$ cat config.mk
export PLATFORM = sky130hd
export DESIGN_NAME = mc_control_fsm_flat
export DESIGN_NICKNAME = d
export VERILOG_FILES = /design/src/rtl/mc_control_fsm_if.sv /design/src/rtl/mc_control_fsm.sv /design/src/flat_wrapper.sv
export SDC_FILE = /design/constraint.sdc
export NUM_CORES = 1
export LEC_CHECK = 0
export ABC_CLOCK_PERIOD_IN_PS = 2850
export CELL_PAD_IN_SITES_DETAIL_PLACEMENT = 0
export CELL_PAD_IN_SITES_GLOBAL_PLACEMENT = 1
export CORE_MARGIN = 4
export CORE_UTILIZATION = 26
export CTS_BUF_LIST = sky130_fd_sc_hd__clkbuf_16
export DETAILED_ROUTE_END_ITERATION = 8
export PLACE_DENSITY = 0.85
export SLEW_MARGIN = 15
export SYNTH_ARGS = -nofsm -noshare
export SYNTH_HDL_FRONTEND = slang
export SYNTH_SLANG_ARGS = --single-unit
$ cat constraint.sdc
create_clock -name clk -period 2.85 [get_ports clk]
set_input_delay 0.57 -clock clk [delete_from_list [all_inputs] [get_ports clk]]
set_output_delay 0.57 -clock clk [all_outputs]
set_load 0.1 [all_outputs]
$ cat src/rtl/mc_control_fsm_if.sv
// Multicycle control FSM bundle: instruction
// fields and status in, datapath controls out.
interface mc_control_fsm_if;
    logic [5:0] op;
    logic [5:0] funct;
    logic       zero;
    logic       mem_ready;
    logic       ir_write;
    logic       mem_write;
    logic       mem_read;
    logic       reg_write;
    logic       pc_en;
    logic       iord;
    logic       alu_src_a;
    logic       reg_dst;
    logic       mem_to_reg;
    logic [1:0] alu_src_b;
    logic [1:0] pc_src;
    logic [2:0] alu_control;
    logic       illegal;
    logic       retire;
    logic [3:0] state;

    modport master (
        output op, funct, zero, mem_ready,
        input  ir_write, mem_write, mem_read,
        input  reg_write, pc_en, iord, alu_src_a,
        input  reg_dst, mem_to_reg, alu_src_b,
        input  pc_src, alu_control, illegal,
        input  retire, state
    );

    modport slave (
        input  op, funct, zero, mem_ready,
        output ir_write, mem_write, mem_read,
        output reg_write, pc_en, iord, alu_src_a,
        output reg_dst, mem_to_reg, alu_src_b,
        output pc_src, alu_control, illegal,
        output retire, state
    );
endinterface

$ cat src/rtl/mc_control_fsm.sv
// Multicycle MIPS-style control FSM with optional
// extended ops, memory stalls and illegal trap.
module mc_control_fsm #(
    parameter int EXT_OPS      = 1,
    parameter int WAIT_MEM     = 0,
    parameter int ILLEGAL_TRAP = 0
) (
    input logic           clk,
    input logic           reset_n,
    mc_control_fsm_if.slave bus
);
    typedef enum logic [3:0] {
        S_FETCH    = 4'd0,
        S_DECODE   = 4'd1,
        S_MEMADR   = 4'd2,
        S_MEMREAD  = 4'd3,
        S_MEMWB    = 4'd4,
        S_MEMWRITE = 4'd5,
        S_EXECUTE  = 4'd6,
        S_ALUWB    = 4'd7,
        S_BRANCH   = 4'd8,
        S_ADDIEXEC = 4'd9,
        S_ADDIWB   = 4'd10,
        S_JUMP     = 4'd11,
        S_HALT     = 4'd12
    } state_t;

    localparam logic [5:0] OP_R    = 6'b000000;
    localparam logic [5:0] OP_LW   = 6'b100011;
    localparam logic [5:0] OP_SW   = 6'b101011;
    localparam logic [5:0] OP_BEQ  = 6'b000100;
    localparam logic [5:0] OP_ADDI = 6'b001000;
    localparam logic [5:0] OP_J    = 6'b000010;
    localparam logic [5:0] OP_BNE  = 6'b000101;

    localparam logic [2:0] ALU_ADD = 3'b010;
    localparam logic [2:0] ALU_SUB = 3'b110;
    localparam logic [2:0] ALU_AND = 3'b000;
    localparam logic [2:0] ALU_OR  = 3'b001;
    localparam logic [2:0] ALU_SLT = 3'b111;

    localparam logic EXT  = (EXT_OPS != 0);
    localparam logic TRAP = (ILLEGAL_TRAP != 0);

    state_t     r_state;
    state_t     w_next;
    logic       r_illegal;
    logic       w_illegal_next;

    logic       w_is_lw, w_is_sw, w_is_r, w_is_beq;
    logic       w_is_bne, w_is_addi, w_is_j;
    logic       w_funct_ok, w_legal, w_mem_ok;
    logic [2:0] w_alu_r;

    logic       w_ir_write, w_mem_write, w_mem_read;
    logic       w_reg_write, w_pc_write, w_branch_take;
    logic       w_iord, w_alu_src_a, w_reg_dst;
    logic       w_mem_to_reg, w_retire;
    logic [1:0] w_alu_src_b, w_pc_src;
    logic [2:0] w_alu_control;

    assign w_is_lw   = (bus.op == OP_LW);
    assign w_is_sw   = (bus.op == OP_SW);
    assign w_is_r    = (bus.op == OP_R);
    assign w_is_beq  = (bus.op == OP_BEQ);
    assign w_is_bne  = EXT && (bus.op == OP_BNE);
    assign w_is_addi = EXT && (bus.op == OP_ADDI);
    assign w_is_j    = EXT && (bus.op == OP_J);

    assign w_legal = w_is_lw | w_is_sw
                   | (w_is_r & w_funct_ok)
                   | w_is_beq | w_is_bne
                   | w_is_addi | w_is_j;

    // Stalls only exist when memory handshake is on
    assign w_mem_ok = (WAIT_MEM == 0) || bus.mem_ready;

    // R-type funct to ALU operation, flag unknowns
    always_comb begin
        w_funct_ok = 1'b1;
        w_alu_r    = ALU_ADD;
        case (bus.funct)
            6'b100000: w_alu_r = ALU_ADD;
            6'b100010: w_alu_r = ALU_SUB;
            6'b100100: w_alu_r = ALU_AND;
            6'b100101: w_alu_r = ALU_OR;
            6'b101010: w_alu_r = ALU_SLT;
            default:   w_funct_ok = 1'b0;
        endcase
    end

    // State and illegal flag registers
    always_ff @(posedge clk) begin
        if (!reset_n) begin
            r_state   <= S_FETCH;
            r_illegal <= 1'b0;
        end else begin
            r_state   <= w_next;
            r_illegal <= w_illegal_next;
        end
    end

    // Next state and per-state control outputs
    always_comb begin
        w_next         = r_state;
        w_illegal_next = 1'b0;
        w_ir_write     = 1'b0;
        w_mem_write    = 1'b0;
        w_mem_read     = 1'b0;
        w_reg_write    = 1'b0;
        w_pc_write     = 1'b0;
        w_branch_take  = 1'b0;
        w_iord         = 1'b0;
        w_alu_src_a    = 1'b0;
        w_reg_dst      = 1'b0;
        w_mem_to_reg   = 1'b0;
        w_retire       = 1'b0;
        w_alu_src_b    = 2'b00;
        w_pc_src       = 2'b00;
        w_alu_control  = ALU_AND;
        case (r_state)
            S_FETCH: begin
                w_mem_read    = 1'b1;
                w_alu_src_b   = 2'b01;
                w_alu_control = ALU_ADD;
                if (w_mem_ok) begin
                    w_ir_write = 1'b1;
                    w_pc_write = 1'b1;
                    w_next     = S_DECODE;
                end
            end
            S_DECODE: begin
                w_alu_src_b   = 2'b11;
                w_alu_control = ALU_ADD;
                if (!w_legal) begin
                    w_illegal_next = 1'b1;
                    w_retire       = !TRAP;
                    w_next = TRAP ? S_HALT : S_FETCH;
                end else begin
                    unique case (1'b1)
                        w_is_lw, w_is_sw:
                            w_next = S_MEMADR;
                        w_is_r:
                            w_next = S_EXECUTE;
                        w_is_beq, w_is_bne:
                            w_next = S_BRANCH;
                        w_is_addi:
                            w_next = S_ADDIEXEC;
                        w_is_j:
                            w_next = S_JUMP;
                        default:
                            w_next = S_FETCH;
                    endcase
                end
            end
            S_MEMADR, S_ADDIEXEC: begin
                w_alu_src_a   = 1'b1;
                w_alu_src_b   = 2'b10;
                w_alu_control = ALU_ADD;
                if (r_state == S_ADDIEXEC)
                    w_next = S_ADDIWB;
                else if (w_is_lw)
                    w_next = S_MEMREAD;
                else
                    w_next = S_MEMWRITE;
            end
            S_MEMREAD: begin
                w_mem_read = 1'b1;
                w_iord     = 1'b1;
                if (w_mem_ok)
                    w_next = S_MEMWB;
            end
            S_MEMWB: begin
                w_reg_write  = 1'b1;
                w_mem_to_reg = 1'b1;
                w_retire     = 1'b1;
                w_next       = S_FETCH;
            end
            S_MEMWRITE: begin
                w_mem_write = 1'b1;
                w_iord      = 1'b1;
                if (w_mem_ok) begin
                    w_retire = 1'b1;
                    w_next   = S_FETCH;
                end
            end
            S_EXECUTE: begin
                w_alu_src_a   = 1'b1;
                w_alu_control = w_alu_r;
                w_next        = S_ALUWB;
            end
            S_ALUWB: begin
                w_reg_write = 1'b1;
                w_reg_dst   = 1'b1;
                w_retire    = 1'b1;
                w_next      = S_FETCH;
            end
            S_BRANCH: begin
                w_alu_src_a   = 1'b1;
                w_alu_control = ALU_SUB;
                w_pc_src      = 2'b01;
                w_retire      = 1'b1;
                w_branch_take = (w_is_beq & bus.zero)
                              | (w_is_bne & ~bus.zero);
                w_next        = S_FETCH;
            end
            S_ADDIWB: begin
                w_reg_write = 1'b1;
                w_retire    = 1'b1;
                w_next      = S_FETCH;
            end
            S_JUMP: begin
                w_pc_src   = 2'b10;
                w_pc_write = 1'b1;
                w_retire   = 1'b1;
                w_next     = S_FETCH;
            end
            S_HALT: begin
                w_illegal_next = 1'b1;
                w_next         = S_HALT;
            end
            default: begin
                w_illegal_next = 1'b1;
                w_next         = S_FETCH;
            end
        endcase
        // Reset shows FETCH controls with writes blocked
        if (!reset_n) begin
            w_ir_write    = 1'b0;
            w_mem_write   = 1'b0;
            w_reg_write   = 1'b0;
            w_pc_write    = 1'b0;
            w_branch_take = 1'b0;
            w_mem_read    = 1'b1;
            w_iord        = 1'b0;
            w_alu_src_a   = 1'b0;
            w_reg_dst     = 1'b0;
            w_mem_to_reg  = 1'b0;
            w_retire      = 1'b0;
            w_alu_src_b   = 2'b01;
            w_pc_src      = 2'b00;
            w_alu_control = ALU_ADD;
        end
    end

    assign bus.ir_write    = w_ir_write;
    assign bus.mem_write   = w_mem_write;
    assign bus.mem_read    = w_mem_read;
    assign bus.reg_write   = w_reg_write;
    assign bus.pc_en       = w_pc_write | w_branch_take;
    assign bus.iord        = w_iord;
    assign bus.alu_src_a   = w_alu_src_a;
    assign bus.reg_dst     = w_reg_dst;
    assign bus.mem_to_reg  = w_mem_to_reg;
    assign bus.alu_src_b   = w_alu_src_b;
    assign bus.pc_src      = w_pc_src;
    assign bus.alu_control = w_alu_control;
    assign bus.retire      = w_retire;
    assign bus.illegal     = reset_n & r_illegal;
    assign bus.state       = reset_n ? r_state : S_FETCH;
endmodule

$ cat src/flat_wrapper.sv
// flat-port wrapper written by rule: the top's interface ports become plain ports
module mc_control_fsm_flat 
#(
    parameter int EXT_OPS      = 1,
    parameter int WAIT_MEM     = 0,
    parameter int ILLEGAL_TRAP = 0
)
  (clk, reset_n, bus_op, bus_funct, bus_zero, bus_mem_ready, bus_ir_write, bus_mem_write, bus_mem_read, bus_reg_write, bus_pc_en, bus_iord, bus_alu_src_a, bus_reg_dst, bus_mem_to_reg, bus_alu_src_b, bus_pc_src, bus_alu_control, bus_illegal, bus_retire, bus_state);
  mc_control_fsm_if bus_i ();
  input logic clk;
  input logic reset_n;
  input wire logic [$bits(bus_i.op)-1:0] bus_op;
  input wire logic [$bits(bus_i.funct)-1:0] bus_funct;
  input wire logic [$bits(bus_i.zero)-1:0] bus_zero;
  input wire logic [$bits(bus_i.mem_ready)-1:0] bus_mem_ready;
  output wire logic [$bits(bus_i.ir_write)-1:0] bus_ir_write;
  output wire logic [$bits(bus_i.mem_write)-1:0] bus_mem_write;
  output wire logic [$bits(bus_i.mem_read)-1:0] bus_mem_read;
  output wire logic [$bits(bus_i.reg_write)-1:0] bus_reg_write;
  output wire logic [$bits(bus_i.pc_en)-1:0] bus_pc_en;
  output wire logic [$bits(bus_i.iord)-1:0] bus_iord;
  output wire logic [$bits(bus_i.alu_src_a)-1:0] bus_alu_src_a;
  output wire logic [$bits(bus_i.reg_dst)-1:0] bus_reg_dst;
  output wire logic [$bits(bus_i.mem_to_reg)-1:0] bus_mem_to_reg;
  output wire logic [$bits(bus_i.alu_src_b)-1:0] bus_alu_src_b;
  output wire logic [$bits(bus_i.pc_src)-1:0] bus_pc_src;
  output wire logic [$bits(bus_i.alu_control)-1:0] bus_alu_control;
  output wire logic [$bits(bus_i.illegal)-1:0] bus_illegal;
  output wire logic [$bits(bus_i.retire)-1:0] bus_retire;
  output wire logic [$bits(bus_i.state)-1:0] bus_state;
  assign bus_i.op = bus_op;
  assign bus_i.funct = bus_funct;
  assign bus_i.zero = bus_zero;
  assign bus_i.mem_ready = bus_mem_ready;
  assign bus_ir_write = bus_i.ir_write;
  assign bus_mem_write = bus_i.mem_write;
  assign bus_mem_read = bus_i.mem_read;
  assign bus_reg_write = bus_i.reg_write;
  assign bus_pc_en = bus_i.pc_en;
  assign bus_iord = bus_i.iord;
  assign bus_alu_src_a = bus_i.alu_src_a;
  assign bus_reg_dst = bus_i.reg_dst;
  assign bus_mem_to_reg = bus_i.mem_to_reg;
  assign bus_alu_src_b = bus_i.alu_src_b;
  assign bus_pc_src = bus_i.pc_src;
  assign bus_alu_control = bus_i.alu_control;
  assign bus_illegal = bus_i.illegal;
  assign bus_retire = bus_i.retire;
  assign bus_state = bus_i.state;
  mc_control_fsm #(.EXT_OPS(EXT_OPS), .WAIT_MEM(WAIT_MEM), .ILLEGAL_TRAP(ILLEGAL_TRAP)) u_core (.clk(clk), .reset_n(reset_n), .bus(bus_i));
endmodule
=== Word-level counts from Yosys, hierarchy flattened ===
Index checks and enable logic that the tools add are counted.

* Add/subtract/negate cells: 0
* Multipliers: 0
* Div/mod/pow operators: 0
* Order comparisons: 0
* Eq/ne operators: 23
* Shift operators: 0
* Muxes and demuxes: 38
* Bitwise gates (word level): 13
* Reductions and logical operators: 14

{| class="wikitable"
|+ Operator list
! operator !! number
|-
| $eq 6x6->1 const B || 7
|-
| $pmux 4 s6 || 1
|-
| $mux 1 || 23
|-
| $eq 4x4->1 const B || 5
|-
| $pmux 4 s5 || 1
|-
| $eq 4x3->1 const B || 4
|-
| $eq 6x3->1 const B || 2
|-
| $mux 4 || 3
|-
| $pmux 3 s4 || 1
|-
| $reduce_or 2->1 || 6
|-
| $reduce_or 11->1 || 1
|-
| $pmux 3 s3 || 1
|-
| $eq 4x2->1 const B || 2
|-
| $or 1x1->1 || 8
|-
| $reduce_or 4->1 || 2
|-
| $eq 6x2->1 const B || 1
|-
| $eq 6x4->1 const B || 1
|-
| $logic_not 6->1 || 1
|-
| $mux 3 || 2
|-
| $pmux 2 s3 || 1
|-
| $reduce_or 6->1 || 1
|-
| $reduce_or 5->1 || 1
|-
| $and 1x1->1 || 4
|-
| $eq 4x1->1 const B || 1
|-
| 6 further kinds || 8
|}

* Flip-flop bits (word level): 5
* Latch bits: 0
* RAM bits: 0
* Bits in read-only memories: 0
* Input port bits: 16
* Output and inout port bits: 22
* Word-level logic and storage cells: 90
* Memories: 0

=== Longest topological paths before layout ===
* Depth in word-level cells: 12
* Mapped depth: 6
* Depth with buffers taken out: 5

=== Worst setup path after synthesis ===
Ideal clock, no wire load.

* Kind: input to output
* Start: in bus_funct[0]
* End: out bus_alu_control[0]
* Arrival time: 4155 ps
* Required time: 2280 ps
* Slack: -1875 ps
* Stages: 3
* Path buffers: 0
* Cell sequence: nor3b_1 > a22oi_1 > nor4b_1

* Longest elaborated chain between the ends: 4
* Elaborated cells on any way between the ends: 7
* Those cells by class: 4 x eq/ne; 3 x mux

{| class="wikitable"
|+ Ends and longest elaborated chain
! what !! line !! text
|-
| start, declared || flat_wrapper.sv:13 || <nowiki>input wire logic [$bits(bus_i.funct)-1:0] bus_funct;</nowiki>
|-
| $eq 6x6->1 || mc_control_fsm.sv:82 || <nowiki>case (bus.funct)</nowiki>
|-
| $pmux 3 s4 (*) || mc_control_fsm.sv:82 ||
|-
| $pmux 3 s3 (*) || mc_control_fsm.sv:121 || <nowiki>case (r_state)</nowiki>
|-
| $mux 3 (*) || mc_control_fsm.sv:228 || <nowiki>if (!reset_n) begin</nowiki>
|-
| end, declared || flat_wrapper.sv:27 || <nowiki>output wire logic [$bits(bus_i.alu_control)-1:0] bus_alu_control;</nowiki>
|}

Every way passes the cells marked *; elsewhere a longest branch is shown, timed or not.

=== Worst setup path in the final report ===
* Start: in bus_op[3]
* End: out bus_pc_en

* Longest elaborated chain between the ends: 6
* Elaborated cells on any way between the ends: 8
* Those cells by class: 2 x eq/ne; 2 x mux; 4 x bitwise

{| class="wikitable"
|+ Ends and longest elaborated chain
! what !! line !! text
|-
| start, declared || flat_wrapper.sv:12 || <nowiki>input wire logic [$bits(bus_i.op)-1:0] bus_op;</nowiki>
|-
| $eq 6x3->1, on equally long branches || mc_control_fsm.sv:65, mc_control_fsm.sv:66 ||
|-
| $and 1x1->1, on equally long branches || mc_control_fsm.sv:203, mc_control_fsm.sv:204 ||
|-
| $or 1x1->1 (*) || mc_control_fsm.sv:204 || <nowiki>| (w_is_bne & ~bus.zero);</nowiki>
|-
| $mux 1 (*) || mc_control_fsm.sv:121 ||
|-
| $mux 1 (*) || mc_control_fsm.sv:228 ||
|-
| $or 1x1->1 (*) || mc_control_fsm.sv:250 || <nowiki>assign bus.pc_en = w_pc_write | w_branch_take;</nowiki>
|-
| end, declared || flat_wrapper.sv:20 || <nowiki>output wire logic [$bits(bus_i.pc_en)-1:0] bus_pc_en;</nowiki>
|}

Marks and branches as above.

==> metrics.md <==
| Metric | Value |
|---|---|
| Status | finished clean |
| Maximum fanout along the worst path | 2 |
| Detailed-route via count | 1054 |
| Synth Net Count | 134 |
| Flop pwr share | 16.7% |
| Distinct cells, synth | 38 |
| Clk_lat worst skew | 220 ps |
| Area delta synth->final | 108% |
| Worst r2r dst | u_core.r_state[2] |
| I/O Buffers | 36 |
| Layout cell share with drive strength beyond 1 | 38.9% |
| Die area | 3940 µm² |
| Clock sink total | 5 |
| DRC viols | 0 |
| Number of CTS-inserted buffers | 3 |
| HP Class | reg -> reg |
| Async S/R FF share, synth | 0% |
| First-pass GRT wire length | 4660 µm |
| Mux contribution to synthesized area | 3.85% |
| Die X | 62.8 µm |
| Largest net degree at the start of global routing | 18 |
| Hold path startpoint | u_core.r_state[2] |
| Worst Reg-to-Reg Cells | 3 |
| Area of the multi-input gates | 708 µm² |
| Post-Synth XOR/XNOR Area | 4.49% |
| Net Sw Frac | 31.7% |
| Slew Limit Fails | 0 |
| Crit Reg-Reg Startpoint | u_core.r_state[0] |
| CP Class | in -> out |
| Post-Synth Simple-Gate Area | 46.1% |
| Vias per cell | 5.46 |
| Place WS | -276 ps |
| Routability cong. | 0.882 |
| Setup crit end kind | primary output |
| Yosys top cell area share | 12.8% |
| Worst EP required | 2280 ps |
| I/O pin cnt | 38 |
| Root Buffer | clkbuf_16 |
| Final WS setup | 59.2 ps |
| Setup_tns | 0 ps |
| Final worst path period share | 97.9% |
| Max-cap violations | 0 |
| Register bit total from synthesis | 5 |
| Fin Hold WS | 700 ps |
| Final setup violation count | 0 |
| Total grt overflow | 0 |
| Drt first pass iters | 4 |
| Cells after Synth | 118 |
| Routed wire length | 2830 µm |
| Post-CTS Hold Fix Bufs | 0 |
| Clock network fraction of total power | 46.2% |
| Vias in the first global route | 1006 |
| Lkg Pwr | 0.654 nW |
| Drt first-iter violations | 22 |
| R2R setup slack | 1000 ps |
| Minimum clock period | 2790 ps |
| Final Core Density | 57.9% |
| RSZ-0062 raised after global routing | false |
| Mean Syn Cell Area | 6.61 µm² |
| Clock-pin slew on the worst setup and hold paths | 30 ps |
| Power Density | 298 nW/µm² |
| Total number of yosys warnings | 0 |
| Comb power frac | 37.1% |
| Hold EP | u_core.r_state[0] |
| Final nets | 179 |
| Post-DRT Antenna Nets | 0 |
| Main area contributors after synthesis | dfxtp_1 13%, nand2_1 6.3%, nor2_1 6.3% |
| Relative slew slack | 52.0% |
| Synth Cell Area | 779 µm² |
| Ant. Diodes | 0 |
| Critical path arrival | 2220 ps |
| Max Clock Skew | 0.497 ps |
| Synth Area in Adders | 0% |
| Startpoint Class | input pin |
| Area leader, netlist | dfxtp_1 |
| CORE AREA | 2810 µm² |
| Fin. Hold Viols | 0 |
| Filler Cells Inserted | 267 |
| Hold depth | 3 |
| Wire per inst | 14.6 µm |
| Sequential fraction of the synthesis area | 12.8% |
| Largest family of logic cells by synthesized area | simple AND/OR/NAND/NOR gates |
| Compound-Gate Fraction of Synth Area | 23.0% |
| Initial Util | 27.8% |
| Half-perimeter wire length after placement | 2290 µm |
| Post-synth EDFFs | 0 |
| Global Route Usage Sum | 14.5% |
| FF/Latch Area | 100 µm² |
| VDD IR-drop max | 0.211 mV |
| CTS tree | done |
| Slew of the pin with the lowest slew margin | 720 ps |
| Pint | 0.330 mW |
| Fmax | 0.358 GHz |
| Die H | 62.8 µm |
| Htree depth | 1 |
| Maximum clock path buffer count | 2 |
| NetSw | 0.153 mW |
| Dominant synthesized flop cell | dfxtp_1 |
| FP Rows | 19 |
| Initial antenna violation count | 0 |
[how the worst max path moves through the flow]
stage,to,slack (ps),start
after floorplan,bus_alu_control[0],-420,reset_n
after global placement,bus_pc_en,-270,bus_op[1]
after detailed placement,bus_pc_en,-280,bus_op[1]
after CTS,bus_retire,1,bus_funct[2]
after global routing,bus_pc_en,10,bus_op[3]
final,bus_pc_en,60,bus_op[3]
[worst max-delay path, stage by stage]
cell and delay (ps):
buf_2 100, or3_4 380, or4b_4 540, a211oi_2 200
a31oi_2 70, nor2_4 170, buf_12 180
[cell usage in the layout (no fill, tap or decap), drive strengths merged, types with 4 or more instances in the layout]
cell and count:
dfxtp 5, clkdlybuf4s50 8, nor4b 4, nor2 13, nor3 4, o21ai 7
nand3 6, a21oi 5, nand2 13, buf 40, clkbuf 4, and2 7
[Yosys cell counts, drive strengths merged (4+ instances only)]
cell type	instances
nand2	13
buf	6
nor2	13
a21oi	5
nand3	6
dfxtp	5
and2	7
nor3	4
o21ai	7
nor4b	4
clkbuf	6
[state kept, by name, indices dropped and copies added (netlist names)]
register          count
u_core.r_illegal      1
u_core.r_state        4
[area by class of cell]
cell class,instances,area share (%)
inverter,2,0.463
clock buffer,3,4.63
timing repair buffer,52,42.5
sequential,5,6.17
tap,31,2.39
clock inverter,1,0.231
multi-input combinational,99,43.6
[power groups by stage]
stage               Combinational [mW]  Clock [mW]  Sequential [mW]
global route                     0.188       0.236           0.0815
detailed placement               0.180           0           0.0814
global placement                 0.177           0           0.0813
CTS                              0.179       0.227           0.0806
floorplan                        0.112           0           0.0742
finish                           0.179       0.223           0.0809
[layer usage]
metal / wire length (µm) / track usage [%] / vias to the layer above
met5: 0 / 0 / -
met4: 21 / 2.48 / 0
met3: 169 / 4.68 / 2
met2: 1520 / 26.0 / 34
met1: 1110 / 16.9 / 502
li1: - / - / 516
[cell families (layout without fill, tap and decap cells)]
kind of cell,count (synthesis),after routing
simple gates,65,65
mux,3,3
flops,5,5
compound gates,27,27
xor+xnor,4,4
buf+inv,14,58
[metrics by stage]
stage / std cells / instance area (µm²) / power (mW)
6_report: 193 / 1620 / 0.483
5_1_grt: 193 / 1620 / 0.505
4_1_cts: 192 / 1620 / 0.487
3_5_place_dp: 188 / 1540 / 0.262
3_3_place_gp: 188 / 1540 / 0.258
2_1_floorplan: 118 / 880 / 0.186
[repair_timing]
| action | CTS | global route |
|---|---|---|
| buffers inserted | 0 | 1 |
| pin swaps | 4 | 4 |
| resized for setup | 13 | 3 |
| setup endpoints to repair | 2 | 2 |
(Power assumes the default switching activity.)
